## src/rtl/rf_ctrl_pkg.sv

```systemverilog
// rf_ctrl_pkg: shared register-file widths and writeback FSM states
package rf_ctrl_pkg;
  localparam int REG_ADDR_W = 5;
  localparam int DATA_W = 32;
  localparam int NUM_REGS = 32;
  typedef enum logic {INIT, RUN} state_t;
endpackage

```

## src/rtl/rf_wb_arbiter_if.sv

```systemverilog
// rf_wb_arbiter_if: two writeback requesters plus the register-file write port
interface rf_wb_arbiter_if;
  import rf_ctrl_pkg::*;
  logic a_valid, a_ready, b_valid, b_ready, rf_write, busy;
  logic [REG_ADDR_W-1:0] a_wn, b_wn, rf_wn;
  logic [DATA_W-1:0] a_wd, b_wd, rf_wd;
  modport master (
    output a_valid, a_wn, a_wd, b_valid, b_wn, b_wd,
    input  a_ready, b_ready, rf_write, rf_wn, rf_wd, busy
  );
  modport slave (
    input  a_valid, a_wn, a_wd, b_valid, b_wn, b_wd,
    output a_ready, b_ready, rf_write, rf_wn, rf_wd, busy
  );
endinterface

```

## src/rtl/rr_arb2.sv

```systemverilog
// rr_arb2: two-way one-hot grant, round-robin (RR_EN=1) or fixed priority with req[0] highest
module rr_arb2 #(
  parameter bit RR_EN = 1'b1
) (
  input  logic       clk,
  input  logic       rst_n,
  input  logic       en,
  input  logic [1:0] req,
  output logic [1:0] gnt
);
  logic last_b;
  always_comb gnt = !en ? 2'b00 : req == 2'b11 ? (RR_EN && !last_b ? 2'b10 : 2'b01) : req;
  // a grant is only ever issued to a valid requester, so any grant is a completed transfer
  always_ff @(posedge clk)
    if (!rst_n) last_b <= 1'b1;
    else if (|gnt) last_b <= gnt[1];
endmodule

```

## src/rtl/rf_wb_arbiter.sv

```systemverilog
// rf_wb_arbiter: arbitrates ALU (A) and load (B) writebacks onto one registered RF write port
// RF_INIT_EN adds a post-reset sweep writing zero to x1..x31 while busy is high.
module rf_wb_arbiter
  import rf_ctrl_pkg::*;
#(
  parameter bit RR_EN = 1'b1
) (
  input  logic clk,
  input  logic rst_n,
  rf_wb_arbiter_if.slave bus
);
  state_t state;
  logic [1:0] gnt;
  logic sweep;
  logic [REG_ADDR_W-1:0] sweep_wn, wn;
  logic [DATA_W-1:0] wd;
  rr_arb2 #(.RR_EN(RR_EN)) u_arb (
    .clk,
    .rst_n,
    .en(rst_n && state == RUN),
    .req({bus.b_valid, bus.a_valid}),
    .gnt
  );
  assign bus.a_ready = gnt[0];
  assign bus.b_ready = gnt[1];
  assign wn = gnt[1] ? bus.b_wn : bus.a_wn;
  assign wd = gnt[1] ? bus.b_wd : bus.a_wd;
`ifdef RF_INIT_EN
  always_ff @(posedge clk)
    if (!rst_n) begin
      state <= INIT;
      sweep_wn <= REG_ADDR_W'(1);
    end else if (state == INIT) begin
      sweep_wn <= sweep_wn + 1'b1;
      if (sweep_wn == REG_ADDR_W'(NUM_REGS - 1)) state <= RUN;
    end
  assign bus.busy = state == INIT;
`else
  assign state = RUN;
  assign sweep_wn = '0;
  assign bus.busy = 1'b0;
`endif
  assign sweep = state == INIT;
  // x0 is hardwired zero: the handshake completes but no write is issued
  always_ff @(posedge clk)
    if (!rst_n) begin
      bus.rf_write <= 1'b0;
      bus.rf_wn <= '0;
      bus.rf_wd <= '0;
    end else begin
      bus.rf_write <= sweep || (|gnt && wn != '0);
      bus.rf_wn <= sweep ? sweep_wn : wn;
      bus.rf_wd <= sweep ? '0 : wd;
    end
endmodule
```

## src/flat_wrapper.sv

```systemverilog
// flat-port wrapper written by rule: the top's interface ports become plain ports
module rf_wb_arbiter_flat import rf_ctrl_pkg::*;
#(
  parameter bit RR_EN = 1'b1
)
  (clk, rst_n, bus_a_valid, bus_a_wn, bus_a_wd, bus_b_valid, bus_b_wn, bus_b_wd, bus_a_ready, bus_b_ready, bus_rf_write, bus_rf_wn, bus_rf_wd, bus_busy);
  rf_wb_arbiter_if bus_i ();
  input  logic clk;
  input  logic rst_n;
  input wire logic [$bits(bus_i.a_valid)-1:0] bus_a_valid;
  input wire logic [$bits(bus_i.a_wn)-1:0] bus_a_wn;
  input wire logic [$bits(bus_i.a_wd)-1:0] bus_a_wd;
  input wire logic [$bits(bus_i.b_valid)-1:0] bus_b_valid;
  input wire logic [$bits(bus_i.b_wn)-1:0] bus_b_wn;
  input wire logic [$bits(bus_i.b_wd)-1:0] bus_b_wd;
  output wire logic [$bits(bus_i.a_ready)-1:0] bus_a_ready;
  output wire logic [$bits(bus_i.b_ready)-1:0] bus_b_ready;
  output wire logic [$bits(bus_i.rf_write)-1:0] bus_rf_write;
  output wire logic [$bits(bus_i.rf_wn)-1:0] bus_rf_wn;
  output wire logic [$bits(bus_i.rf_wd)-1:0] bus_rf_wd;
  output wire logic [$bits(bus_i.busy)-1:0] bus_busy;
  assign bus_i.a_valid = bus_a_valid;
  assign bus_i.a_wn = bus_a_wn;
  assign bus_i.a_wd = bus_a_wd;
  assign bus_i.b_valid = bus_b_valid;
  assign bus_i.b_wn = bus_b_wn;
  assign bus_i.b_wd = bus_b_wd;
  assign bus_a_ready = bus_i.a_ready;
  assign bus_b_ready = bus_i.b_ready;
  assign bus_rf_write = bus_i.rf_write;
  assign bus_rf_wn = bus_i.rf_wn;
  assign bus_rf_wd = bus_i.rf_wd;
  assign bus_busy = bus_i.busy;
  rf_wb_arbiter #(.RR_EN(RR_EN)) u_core (.clk(clk), .rst_n(rst_n), .bus(bus_i));
endmodule
```

## config.mk

```make
export PLATFORM = sky130hd
export DESIGN_NAME = rf_wb_arbiter_flat
export DESIGN_NICKNAME = d
export VERILOG_FILES = /design/src/rtl/rf_ctrl_pkg.sv /design/src/rtl/rf_wb_arbiter_if.sv /design/src/rtl/rr_arb2.sv /design/src/rtl/rf_wb_arbiter.sv /design/src/flat_wrapper.sv
export SDC_FILE = /design/constraint.sdc
export NUM_CORES = 1
export LEC_CHECK = 0
export ABC_AREA = 1
export BUFFER_PORTS_ARGS = -buffer_cell sky130_fd_sc_hd__buf_2
export CELL_PAD_IN_SITES_DETAIL_PLACEMENT = 1
export CELL_PAD_IN_SITES_GLOBAL_PLACEMENT = 1
export CORE_ASPECT_RATIO = 1.75
export CORE_UTILIZATION = 26
export DETAILED_ROUTE_END_ITERATION = 8
export PLACE_DENSITY = 0.82
export SLEW_MARGIN = 20
export SYNTH_ARGS = -nofsm -noshare
export SYNTH_HDL_FRONTEND = slang
export SYNTH_HIERARCHICAL = 1
export SYNTH_SLANG_ARGS = --single-unit
```

## constraint.sdc

```tcl
create_clock -name clk -period 2.1 [get_ports clk]
set_input_delay 0.42 -clock clk [delete_from_list [all_inputs] [get_ports clk]]
set_output_delay 0.42 -clock clk [all_outputs]
set_load 0.05 [all_outputs]
```

# ---- After elaboration in Yosys (flattened, before gate mapping)
# Cells that the tools add are included.
dict set report word_totals {
  inputBits 78
  ff_bits 39
  output_inout_bits 41
  elab_cells 13
}
dict set report op_classes {
  reduce_logical 3
  n_eq_ne 1
  muxes 5
}
# operator n
set op_table {}
lappend op_table {{2-to-1 mux 32 bit} 1}
lappend op_table {{2-to-1 mux 2 bit} 3}
lappend op_table {{2-to-1 mux 5 bit} 1}
lappend op_table {{nonzero test 5 bit} 1}
lappend op_table {{== test 2 bit, second input constant} 1}
lappend op_table {{OR reduction 2 bit} 1}
lappend op_table {{logical AND 1 bit} 1}

# ---- Depth between registers and ports, before layout
# Gate-level depths: netlist (run 1).
dict set report depth {
  word_depth 6
  ltp_mapped 10
  depth_no_buf 10
}

# ---- Hierarchy
# The synthesis (run 1) kept the hierarchy.
# module cells_per_inst area_each_um2 instances seq_area_each_um2
set by_module_without_submodules {}
lappend by_module_without_submodules {rf_wb_arbiter 179 1365.1 1 760.7}
lappend by_module_without_submodules {rr_arb2 11 67.6 1 20.0}

# ---- Worst setup path after synthesis (run 1)
# Ideal clock, no wire load.
dict set report synth_path {
  path_type {in2out}
  startpoint {input port rst_n}
  endpoint {output port bus_a_ready}
  n_path_buf 0
  required_time_ns 1.680
  arrival_ns 1.262
  slack_ns 0.418
  path_stages 2
  path_cell_list {nand2_1 > a21oi_1}
}
dict set report synth_via {
  elab_chain_len 1
}
# item line_no
set synth_rtl {}
lappend synth_rtl {{start, declared} flat_wrapper.sv:9} ;# input logic rst_n;
lappend synth_rtl {{2-to-1 mux 2 bit} rr_arb2.sv:12} ;# always_comb gnt = !en ? 2'b00 : req == 2'b11 ? (RR_EN && !last_b ? 2'b10 : 2'b01) : req;
lappend synth_rtl {{end, declared} flat_wrapper.sv:16} ;# output wire logic [$bits(bus_i.a_ready)-1:0] bus_a_ready;
# Every way passes these cells.

# ---- Worst setup path in the final report (run 1)
dict set report layout_path {
  startpoint {input port rst_n}
  endpoint {output port bus_b_ready}
}
dict set report layout_via {
  elab_chain_len 1
}
# item line_no
set layout_rtl {}
lappend layout_rtl {{2-to-1 mux 2 bit} rr_arb2.sv:12}
lappend layout_rtl {{end, declared} flat_wrapper.sv:17} ;# output wire logic [$bits(bus_i.b_ready)-1:0] bus_b_ready;
# Every way passes these cells.

==> results.sh, run 1 <==
export IMPL_drv_slew=0
export IMPL_postPlaceCellArea_um2=2085
export IMPL_cts_root_buf="clkbuf_8"
export IMPL_crit_arrival_ns=1.29
export IMPL_yosys_cell_types_count=16
export IMPL_clk_insertion_delay_late_ns=0.28
export IMPL_synth_area_um2=1433
export IMPL_grtUsageTotal_pct=16.74
export IMPL_fin_area_um2=2202
export IMPL_start_kind="input port"
export IMPL_ys_ff_latch=39
export IMPL_hold_depth=3
export IMPL_fin_crit_sh_pct=81.32
export IMPL_skew_ns=0.001834
export IMPL_cts_sinks=39
export IMPL_ff2ff_path_depth=9
export IMPL_hold_start="bus_b_wd[29]"
export IMPL_die_w_um=58.11
export IMPL_hold_path_end="u_core/bus.rf_wd[29]"
export IMPL_finalWirelength_mm=4.664
export IMPL_leakage_nw=1.249
export IMPL_dp_cells=375
export IMPL_layout_drive_gt1_share_pct=43.69
export IMPL_status="finished clean"
export IMPL_numCtsBuffers=5
export IMPL_grt_pass1_wl_mm=7.438
export IMPL_layoutNonFillerInstCount=383
export IMPL_fill_cells=704
export IMPL_vias=1646
export IMPL_rr_endpoint="u_core/bus.rf_write"
export IMPL_synth_area_per_cell_um2=7.540
export IMPL_core_area_um2=5299
export IMPL_antenna_cells=0
export IMPL_die_area_um2=5822
export IMPL_routedWlPerCell_um=12.18
export IMPL_min_path_type="in -> reg"
export IMPL_dpl_hpwl_mm=3.781
export IMPL_ant_nets=0
export IMPL_portBuffers=117
export IMPL_area_growth_pct=53.71
export IMPL_crit_fanout=13
export IMPL_yosysWarnings=6
export IMPL_nNetsFinal=386
export IMPL_power_density_nw_per_um2=856.6
export IMPL_clk_pin_slew_worst_paths_ns=0.08
export IMPL_viasPerCell=4.298
export IMPL_maxCapViolCount=0
export IMPL_required_ns=1.68
export IMPL_ioPinCount=119
export IMPL_clk_path_buf_depth=2
export IMPL_cts_setup_buffers=0
export IMPL_antenna_found_initial=0
export IMPL_irDropWorstVdd_v=0.0004146
export IMPL_cts_tree="built"
export IMPL_ys_seq_area_share_pct=54.50
export IMPL_initial_utilization_pct=27.04
export IMPL_firstDrtPassIters=4
export IMPL_fmax_mhz=585.6
export IMPL_worst_setup_path_type="in -> out"
export IMPL_hold_buffers=0
export IMPL_ctsHtreeMaxLevel=2
export IMPL_drc=0
export IMPL_grt_max_degree=26
export IMPL_finalHoldViolCount=0
export IMPL_overflow=0
export IMPL_num_rows=35
export IMPL_cts_resized=0
export IMPL_p_total_mw=1.886
export IMPL_syn_nets=268
export IMPL_r2r_start="u_core/u_arb/last_b"
export IMPL_reg2reg_slack_ns=0.72
export IMPL_fin_tns_setup_ns=0
export IMPL_synthCells=190
export IMPL_fp_dieH_um=100.2
export IMPL_place_congestion=0.6955
export IMPL_setup_viol=0
export IMPL_fin_crit_ns=1.708
export IMPL_drtIter0Drc=19
export IMPL_rsz0062_at_grt="false"
export IMPL_grt_pass1_vias=1705
export IMPL_fin_util_pct=41.56
export IMPL_critPathCaptureType="primary output"
Yosys cell counts, drive strengths merged:
cell type / n / area [um^2]
o21ai: 35 / 182.7
dfxtp: 39 / 780.8
conb: 1 / 3.750
buf: 11 / 63.81
nand3: 2 / 15.01
a21oi: 1 / 5.000
nand2: 17 / 66.32
inv: 13 / 48.79
nor2: 71 / 266.5
worst max-delay path by stage:
| stage | endpoint | startpoint | depth (start not counted) |
|---|---|---|---|
| 3_3_place_gp | bus_b_ready | rst_n | 6 |
| 6_report | bus_b_ready | rst_n | 6 |
| 2_1_floorplan | bus_a_ready | rst_n | 2 |
| 5_1_grt | bus_b_ready | rst_n | 6 |
| 3_5_place_dp | u_core/bus.rf_write | rst_n | 11 |
| 4_1_cts | bus_b_ready | rst_n | 6 |
logic make-up after synthesis:
kind of cell | count (synthesis) | synth area share [%]
buf+inv | 24 | 7.860
other cells | 1 | 0.2618
compound gates | 36 | 13.10
simple gates | 90 | 24.28
flops | 39 | 54.50
state kept, by name (all words and copies together) (netlist names):
| name | cells |
|---|---|
| u_core/u_arb/last_b | 1 |
| u_core/bus.rf_wn | 5 |
| u_core/bus.rf_write | 1 |
| u_core/bus.rf_wd | 32 |
metrics by stage:
step	setup slack [ns]	hold WS [ns]
3_5_place_dp	0.3243	0.5141
5_1_grt	0.2828	0.3604
4_1_cts	0.3710	0.3462
3_3_place_gp	0.4353	0.4857
6_report	0.3923	0.3535
2_1_floorplan	0.4177	0.4693
where the power goes:
| part | internal, mW | total (mW) | switching, mW |
|---|---|---|---|
| clock | 0.385 | 0.645 | 0.260 |
| sequential | 0.792 | 0.804 | 0.0124 |
| combinational | 0.125 | 0.437 | 0.312 |
final cells by class:
type                       count  area, um^2  area share (%)
sequential                    39       780.7           35.45
timing repair buffer         122       623.1           28.30
inverter                      13       48.80           2.216
multi-input combinational    127       539.3           24.49
clock inverter                 2       35.03           1.591
tap                           74       92.59           4.205
clock buffer                   6       82.58           3.750
per-layer routing:
metal / global-route usage [%] / part of all wire, %
met2: 33.86 / 61
met1: 15.06 / 32
met5: 0 / 0
met4: 7.326 / 2.1
met3: 3.351 / 4.8
cell usage in the layout (no fill, tap or decap), drive strengths merged:
cell / Yosys / layout
clkbuf: 0 / 6
dfxtp: 39 / 39
nand3: 2 / 2
nor2: 71 / 71
bufinv: 0 / 1
nand2: 17 / 17
inv: 13 / 13
o21ai: 35 / 35
conb: 1 / 1
buf: 11 / 122
a21oi: 1 / 1
clkinv: 0 / 1
critical path, stage by stage:
cell and delay, ns:
buf_2 0.21, nand2_1 0.08, inv_1 0.07, nand2_2 0.06
inv_1 0.15, buf_2 0.30
(Power assumes the default switching activity.)
==> run 2, diff against run 1 <==
--- a/config.mk
+++ b/config.mk
@@ -10,9 +10,9 @@
 export CELL_PAD_IN_SITES_DETAIL_PLACEMENT = 1
 export CELL_PAD_IN_SITES_GLOBAL_PLACEMENT = 1
 export CORE_ASPECT_RATIO = 1.75
-export CORE_UTILIZATION = 26
+export CORE_UTILIZATION = 22
 export DETAILED_ROUTE_END_ITERATION = 8
-export PLACE_DENSITY = 0.82
+export PLACE_DENSITY = 0.74
 export SLEW_MARGIN = 20
 export SYNTH_ARGS = -nofsm -noshare
 export SYNTH_HDL_FRONTEND = slang
==> constraint.sdc (replaced) <==
create_clock -name clk -period 1.4 [get_ports clk]
set_input_delay 0.28 -clock clk [delete_from_list [all_inputs] [get_ports clk]]
set_output_delay 0.28 -clock clk [all_outputs]
set_load 0.05 [all_outputs]
==> run 2 against run 1 <==
Routed wire length up 5.5%. Highest routed layer unchanged. Largest power group unchanged. Critical endpoint unchanged. Design area rose by 3.5%. Power increased by 40%. Non-clock buffer count grew 6. Critical path depth decreased by 2. Largest cell class unchanged. Hold slack worse by 0.15 ns.
==> results.sh, run 2 (synthesis results as in run 1) <==
export IMPL_status="finished clean"
export IMPL_top_usage_layer="met2"
export IMPL_num_rows=38
export IMPL_initial_utilization_pct=23.00
export IMPL_rsz0062_at_grt="true"
export IMPL_cts_root_buf="clkbuf_8"
export IMPL_nNetsFinal=392
export IMPL_largest_register="u_core/bus.rf_wd"
export IMPL_slowest_stage="dfxtp_2"
export IMPL_crit_fanout=3
export IMPL_crit_top_cell="nand2_2"
export IMPL_hold_start="bus_b_wd[7]"
export IMPL_postPlaceCellArea_um2=2143
export IMPL_leakage_nw=1.260
export IMPL_drc=0
export IMPL_largest_registers="u_core/bus.rf_wd (32), u_core/bus.rf_wn (5)"
export IMPL_area_growth_pct=59.13
export IMPL_irDropWorstVdd_v=0.0006169
export IMPL_timing_critical_path_buf_inv=2
export IMPL_numCtsBuffers=5
export IMPL_drv_slew=0
export IMPL_cts_tree="built"
export IMPL_fin_tns_setup_ns=0
export IMPL_hold_buffers=0
export IMPL_firstDrtPassIters=4
export IMPL_min_path_type="in -> reg"
export IMPL_ioPinCount=119
export IMPL_layout_commonest_cell="buf_2"
export IMPL_multiInputGateArea_um2=555.5
export IMPL_fin_crit_sh_pct=98.24
export IMPL_clk_insertion_delay_late_ns=0.29
export IMPL_worst_setup_path_type="reg -> out"
export IMPL_grtUsageTotal_pct=14.65
export IMPL_place_congestion=0.7081
export IMPL_cp_top_family="flip-flops"
export IMPL_grt_pass1_vias=1669
export IMPL_ctsHtreeMaxLevel=2
export IMPL_cp_startpoint="u_core/u_arb/last_b"
export IMPL_overflow=0
export IMPL_hold_depth=3
export IMPL_met3_usage_pct=3.766
export IMPL_start_kind="flop"
export IMPL_critPathCaptureType="primary output"
export IMPL_p_int_mw=1.751
export IMPL_finalWirelength_mm=4.920
export IMPL_reg2reg_slack_ns=0.05
export IMPL_routedWlPerCell_um=12.46
export IMPL_antenna_found_initial=0
export IMPL_use_met1_pct=13.11
export IMPL_setup_viol=0
export IMPL_fin_util_pct=36.60
export IMPL_die_w_um=63
export IMPL_dpl_hpwl_mm=3.922
export IMPL_crit_arrival_ns=1.10
export IMPL_fin_area_um2=2280
export IMPL_grt_pass1_wl_mm=7.514
export IMPL_p_total_mw=2.647
export IMPL_clk_pin_slew_worst_paths_ns=0.08
export IMPL_switching_share_pct=33.86
export IMPL_fill_cells=831
export IMPL_antenna_cells=0
export IMPL_combPwrFrac_pct=26.2
export IMPL_hold_path_end="u_core/bus.rf_wd[7]"
export IMPL_pwr_share_clk_pct=28.2
export IMPL_finalHoldViolCount=0
export IMPL_ff2ff_path_depth=9
export IMPL_crit_chain="nand2_2, nand2_2, clkinvlp_4, buf_8"
export IMPL_fmax_mhz=727.0
export IMPL_layout_common_cells="115 x buf_2, 71 x nor2_1, 38 x dfxtp_1, 32 x o21ai_1, 14 x nand2_1"
export IMPL_regArea_um2=782.0
export IMPL_layout_drive_gt1_share_pct=45.71
export IMPL_grt_max_degree=21
export IMPL_ant_nets=0
export IMPL_drtIter0Drc=64
export IMPL_portBuffers=117
export IMPL_switching_power_mw=0.8962
export IMPL_cpPeakStageDelay_ns=0.35
export IMPL_r2r_start="u_core/u_arb/last_b"
export IMPL_maxCapViolCount=0
export IMPL_cts_sinks=39
export IMPL_hold_ws_ns=0.2038
export IMPL_rr_endpoint="u_core/bus.rf_write"
export IMPL_grtUsageMet2_pct=28.57
export IMPL_core_area_um2=6228
export IMPL_fp_dieH_um=108.8
export IMPL_power_density_nw_per_um2=1161
export IMPL_fin_crit_ns=1.375
export IMPL_die_area_um2=6851
export IMPL_vias=1661
export IMPL_clk_path_buf_depth=2
export IMPL_viasPerCell=4.205
export IMPL_sequentialPowerShare_pct=45.6
export IMPL_required_ns=1.12
export IMPL_largest_reg_flops=32
export IMPL_skew_ns=0.005482
run 2: changes by cell type in the layout (fill, tap and decap cells not counted), sizes merged:
cell	before	now
clkbuf	6	7
bufinv	1	0
inv	13	12
buf	122	128
clkinvlp	0	1
run 2: timing repair:
action	CTS	global route
setup endpoints to repair	1	22
buffers inserted	2	0
resized for setup	2	7
pin swaps	0	3
run 2: cell type report:
class,instances,area share [%]
Sequential cell,39,34.30
Timing Repair Buffer,128,30.95
Multi-Input combinational cell,127,24.37
Tap cell,80,4.391
Clock buffer,7,3.348
Inverter,13,2.415
Clock inverter,1,0.2195
run 2: worst reg2reg max path, delay by kind of cell, from the launching register on:
kind | cells | cell delay, ns
compound gates | 1 | 0.13
buf+inv | 3 | 0.43
simple gates | 5 | 0.34
flops | 1 | 0.35
run 2: power by group through the flow:
stage	combinational [mW]	sequential, mW	clock, mW
final	0.693	1.21	0.747
after global routing	0.740	1.22	0.831
after CTS	0.695	1.21	0.788
after detailed placement	0.683	1.23	0
after global placement	0.670	1.23	0
after floorplan	0.159	1.51	0
run 2: metal layers:
layer	part of all wire, %	up-vias
met5	0	-
met4	2.5	0
met3	5.8	8
met2	56	69
met1	35	755
li1	-	829
run 2: worst max path at each step:
| stage | to | depth (start not counted) | slack, ns |
|---|---|---|---|
| floorplan | u_core/bus.rf_write | 9 | 0.002 |
| global placement | u_core/bus.rf_write | 10 | 0.04 |
| detailed placement | u_core/bus.rf_write | 10 | -0.008 |
| CTS | bus_a_ready | 3 | 0.006 |
| global route | bus_b_ready | 4 | -0.04 |
| finish | bus_b_ready | 4 | 0.02 |
run 2: through the flow:
step           setup WS, ns  instances
4_1_cts            0.006044        395
3_3_place_gp        0.03894        385
5_1_grt            -0.04141        395
2_1_floorplan      0.002144        190
6_report            0.02457        395
3_5_place_dp      -0.007600        385
==> run 3, diff against run 2 <==
--- a/config.mk
+++ b/config.mk
@@ -10,9 +10,9 @@
 export CELL_PAD_IN_SITES_DETAIL_PLACEMENT = 1
 export CELL_PAD_IN_SITES_GLOBAL_PLACEMENT = 1
 export CORE_ASPECT_RATIO = 1.75
-export CORE_UTILIZATION = 22
+export CORE_UTILIZATION = 24
 export DETAILED_ROUTE_END_ITERATION = 8
-export PLACE_DENSITY = 0.74
+export PLACE_DENSITY = 0.76
 export SLEW_MARGIN = 20
 export SYNTH_ARGS = -nofsm -noshare
 export SYNTH_HDL_FRONTEND = slang
==> constraint.sdc (replaced) <==
create_clock -name clk -period 1.5 [get_ports clk]
set_input_delay 0.3 -clock clk [delete_from_list [all_inputs] [get_ports clk]]
set_output_delay 0.3 -clock clk [all_outputs]
set_load 0.05 [all_outputs]
==> run 3 against run 2 <==
Non-clock buffer count is 3 lower. Combinational power fell by 9.7%. Clock power grew 3.3%. Critical path depth is 1 higher. Flip-flop and latch count did not move. Utilization grew 2.9 points. Hold slack improved by 0.031 ns. Sequential power is 7% lower. Critical endpoint unchanged. Largest cell class unchanged.
==> results.sh, run 3 (synthesis results as in run 1) <==
export IMPL_layout_common_cells="115 x buf_2, 71 x nor2_1, 38 x dfxtp_1, 32 x o21ai_1, 16 x nand2_1"
export IMPL_start_kind="flop"
export IMPL_grt_pass1_wl_mm=7.079
export IMPL_fin_tns_setup_ns=0
export IMPL_power_density_nw_per_um2=1125
export IMPL_antenna_found_initial=0
export IMPL_largest_reg_flops=32
export IMPL_hold_depth=3
export IMPL_irDropWorstVdd_v=0.0004526
export IMPL_crit_arrival_ns=1.13
export IMPL_status="finished clean"
export IMPL_dpl_hpwl_mm=3.740
export IMPL_grtUsageTotal_pct=15.19
export IMPL_postPlaceCellArea_um2=2122
export IMPL_numCtsBuffers=5
export IMPL_maxCapViolCount=0
export IMPL_area_growth_pct=56.59
export IMPL_cts_sinks=39
export IMPL_clk_pin_slew_worst_paths_ns=0.08
export IMPL_layout_commonest_cell="buf_2"
export IMPL_viasPerCell=4.245
export IMPL_leakage_nw=1.261
export IMPL_required_ns=1.20
export IMPL_place_congestion=0.7344
export IMPL_num_rows=36
export IMPL_post_place_ws_ns=0.09553
export IMPL_rsz0062_at_grt="false"
export IMPL_skew_ns=0.003905
export IMPL_fin_crit_ns=1.434
export IMPL_setup_viol=0
export IMPL_vias=1647
export IMPL_antenna_cells=0
export IMPL_drtIter0Drc=45
export IMPL_crit_chain="nand2_1, nand2_2, inv_1, buf_6, buf_8"
export IMPL_drv_slew=0
export IMPL_crit_fanout=8
export IMPL_grt_max_degree=25
export IMPL_routedWlPerCell_um=11.82
export IMPL_largest_register="u_core/bus.rf_wd"
export IMPL_die_w_um=60.41
export IMPL_ff2ff_path_depth=10
export IMPL_finalWirelength_mm=4.585
export IMPL_overflow=0
export IMPL_nNetsFinal=389
export IMPL_layoutNonFillerInstCount=388
export IMPL_cts_tree="built"
export IMPL_min_path_type="in -> reg"
export IMPL_slowest_stage="dfxtp_2"
export IMPL_critPathCaptureType="primary output"
export IMPL_largest_registers="u_core/bus.rf_wd (32), u_core/bus.rf_wn (5)"
export IMPL_fmax_mhz=697.3
export IMPL_hold_buffers=0
export IMPL_fin_crit_sh_pct=95.61
export IMPL_ant_nets=0
export IMPL_portBuffers=117
export IMPL_ctsHtreeMaxLevel=2
export IMPL_core_area_um2=5675
export IMPL_cts_root_buf="clkbuf_8"
export IMPL_fp_dieH_um=104.2
export IMPL_worst_setup_path_type="reg -> out"
export IMPL_clk_path_buf_depth=2
export IMPL_drc=0
export IMPL_dp_cells=380
export IMPL_hold_ws_ns=0.2348
export IMPL_fin_area_um2=2243
export IMPL_grt_pass1_vias=1613
export IMPL_finalHoldViolCount=0
export IMPL_layout_drive_gt1_share_pct=44.55
export IMPL_die_area_um2=6295
export IMPL_cpPeakStageDelay_ns=0.34
export IMPL_clk_insertion_delay_late_ns=0.28
export IMPL_setup_slack_ns=0.06586
export IMPL_ioPinCount=119
export IMPL_firstDrtPassIters=3
export IMPL_initial_utilization_pct=25.24
## run 3: cell count changes in the layout (fill, tap and decap cells not counted), moves of 2 or more
cell and delta:
buf_4 -4, clkbuf_1 -2, clkbuf_8 +2, nand2_1 +2, nand2_2 -2
## run 3: final timing paths
kind,end,slack [ns],from
max,bus_b_ready,0.07,u_core/u_arb/last_b
min,u_core/bus.rf_wd[27],0.23,bus_a_wd[27]
max reg2reg,u_core/bus.rf_write,0.23,u_core/u_arb/last_b
min reg2reg,u_core/u_arb/last_b,0.51,u_core/u_arb/last_b
## run 3: per-stage QoR
step | utilization, % | total power [mW]
floorplan | - | 1.557
finish | 39.53 | 2.524
detailed placement | 37.39 | 1.780
global route | 39.53 | 2.667
CTS | 39.35 | 2.564
global placement | 37.39 | 1.768
## run 3: repair_timing
item / in CTS / in global routing
buffers inserted: 0 / 0
gates resized for setup: 3 / 3
endpoints found under the setup margin: 1 / 2
pin swaps: 0 / 0
gates cloned: 0 / 0
## run 3: routing by layer
layer  track usage [%]  vias to the layer above  part of all wire (%)
met5                 0                        -                     0
met4             7.641                        0                   2.9
met3             2.985                        9                   5.5
met2             28.81                       68                    58
met1             14.11                      742                    33
li1                  -                      828                     -
## run 3: critical path: cells and delay by family, from the launching register on
kind                   cells  cell delay, ns
AND/OR/NAND/NOR            2            0.14
flip-flops                 1            0.34
buffers and inverters      3            0.37
## run 3: final cells by class
cell class,count,area (um^2)
repair buffers,125,674.4
inverters,13,48.80
flip-flops and latches,39,782.0
fillers,775,3432
clock buffers,7,96.34
well taps,76,95.09
clock inverters,1,7.507
multi-input cells,127,539.3
## run 3: report_power, final
part	switching [mW]	leakage (nW)	internal [mW]
logic	0.439	0.885	0.187
registers	0.0169	0.325	1.11
clock network	0.354	0.0505	0.418
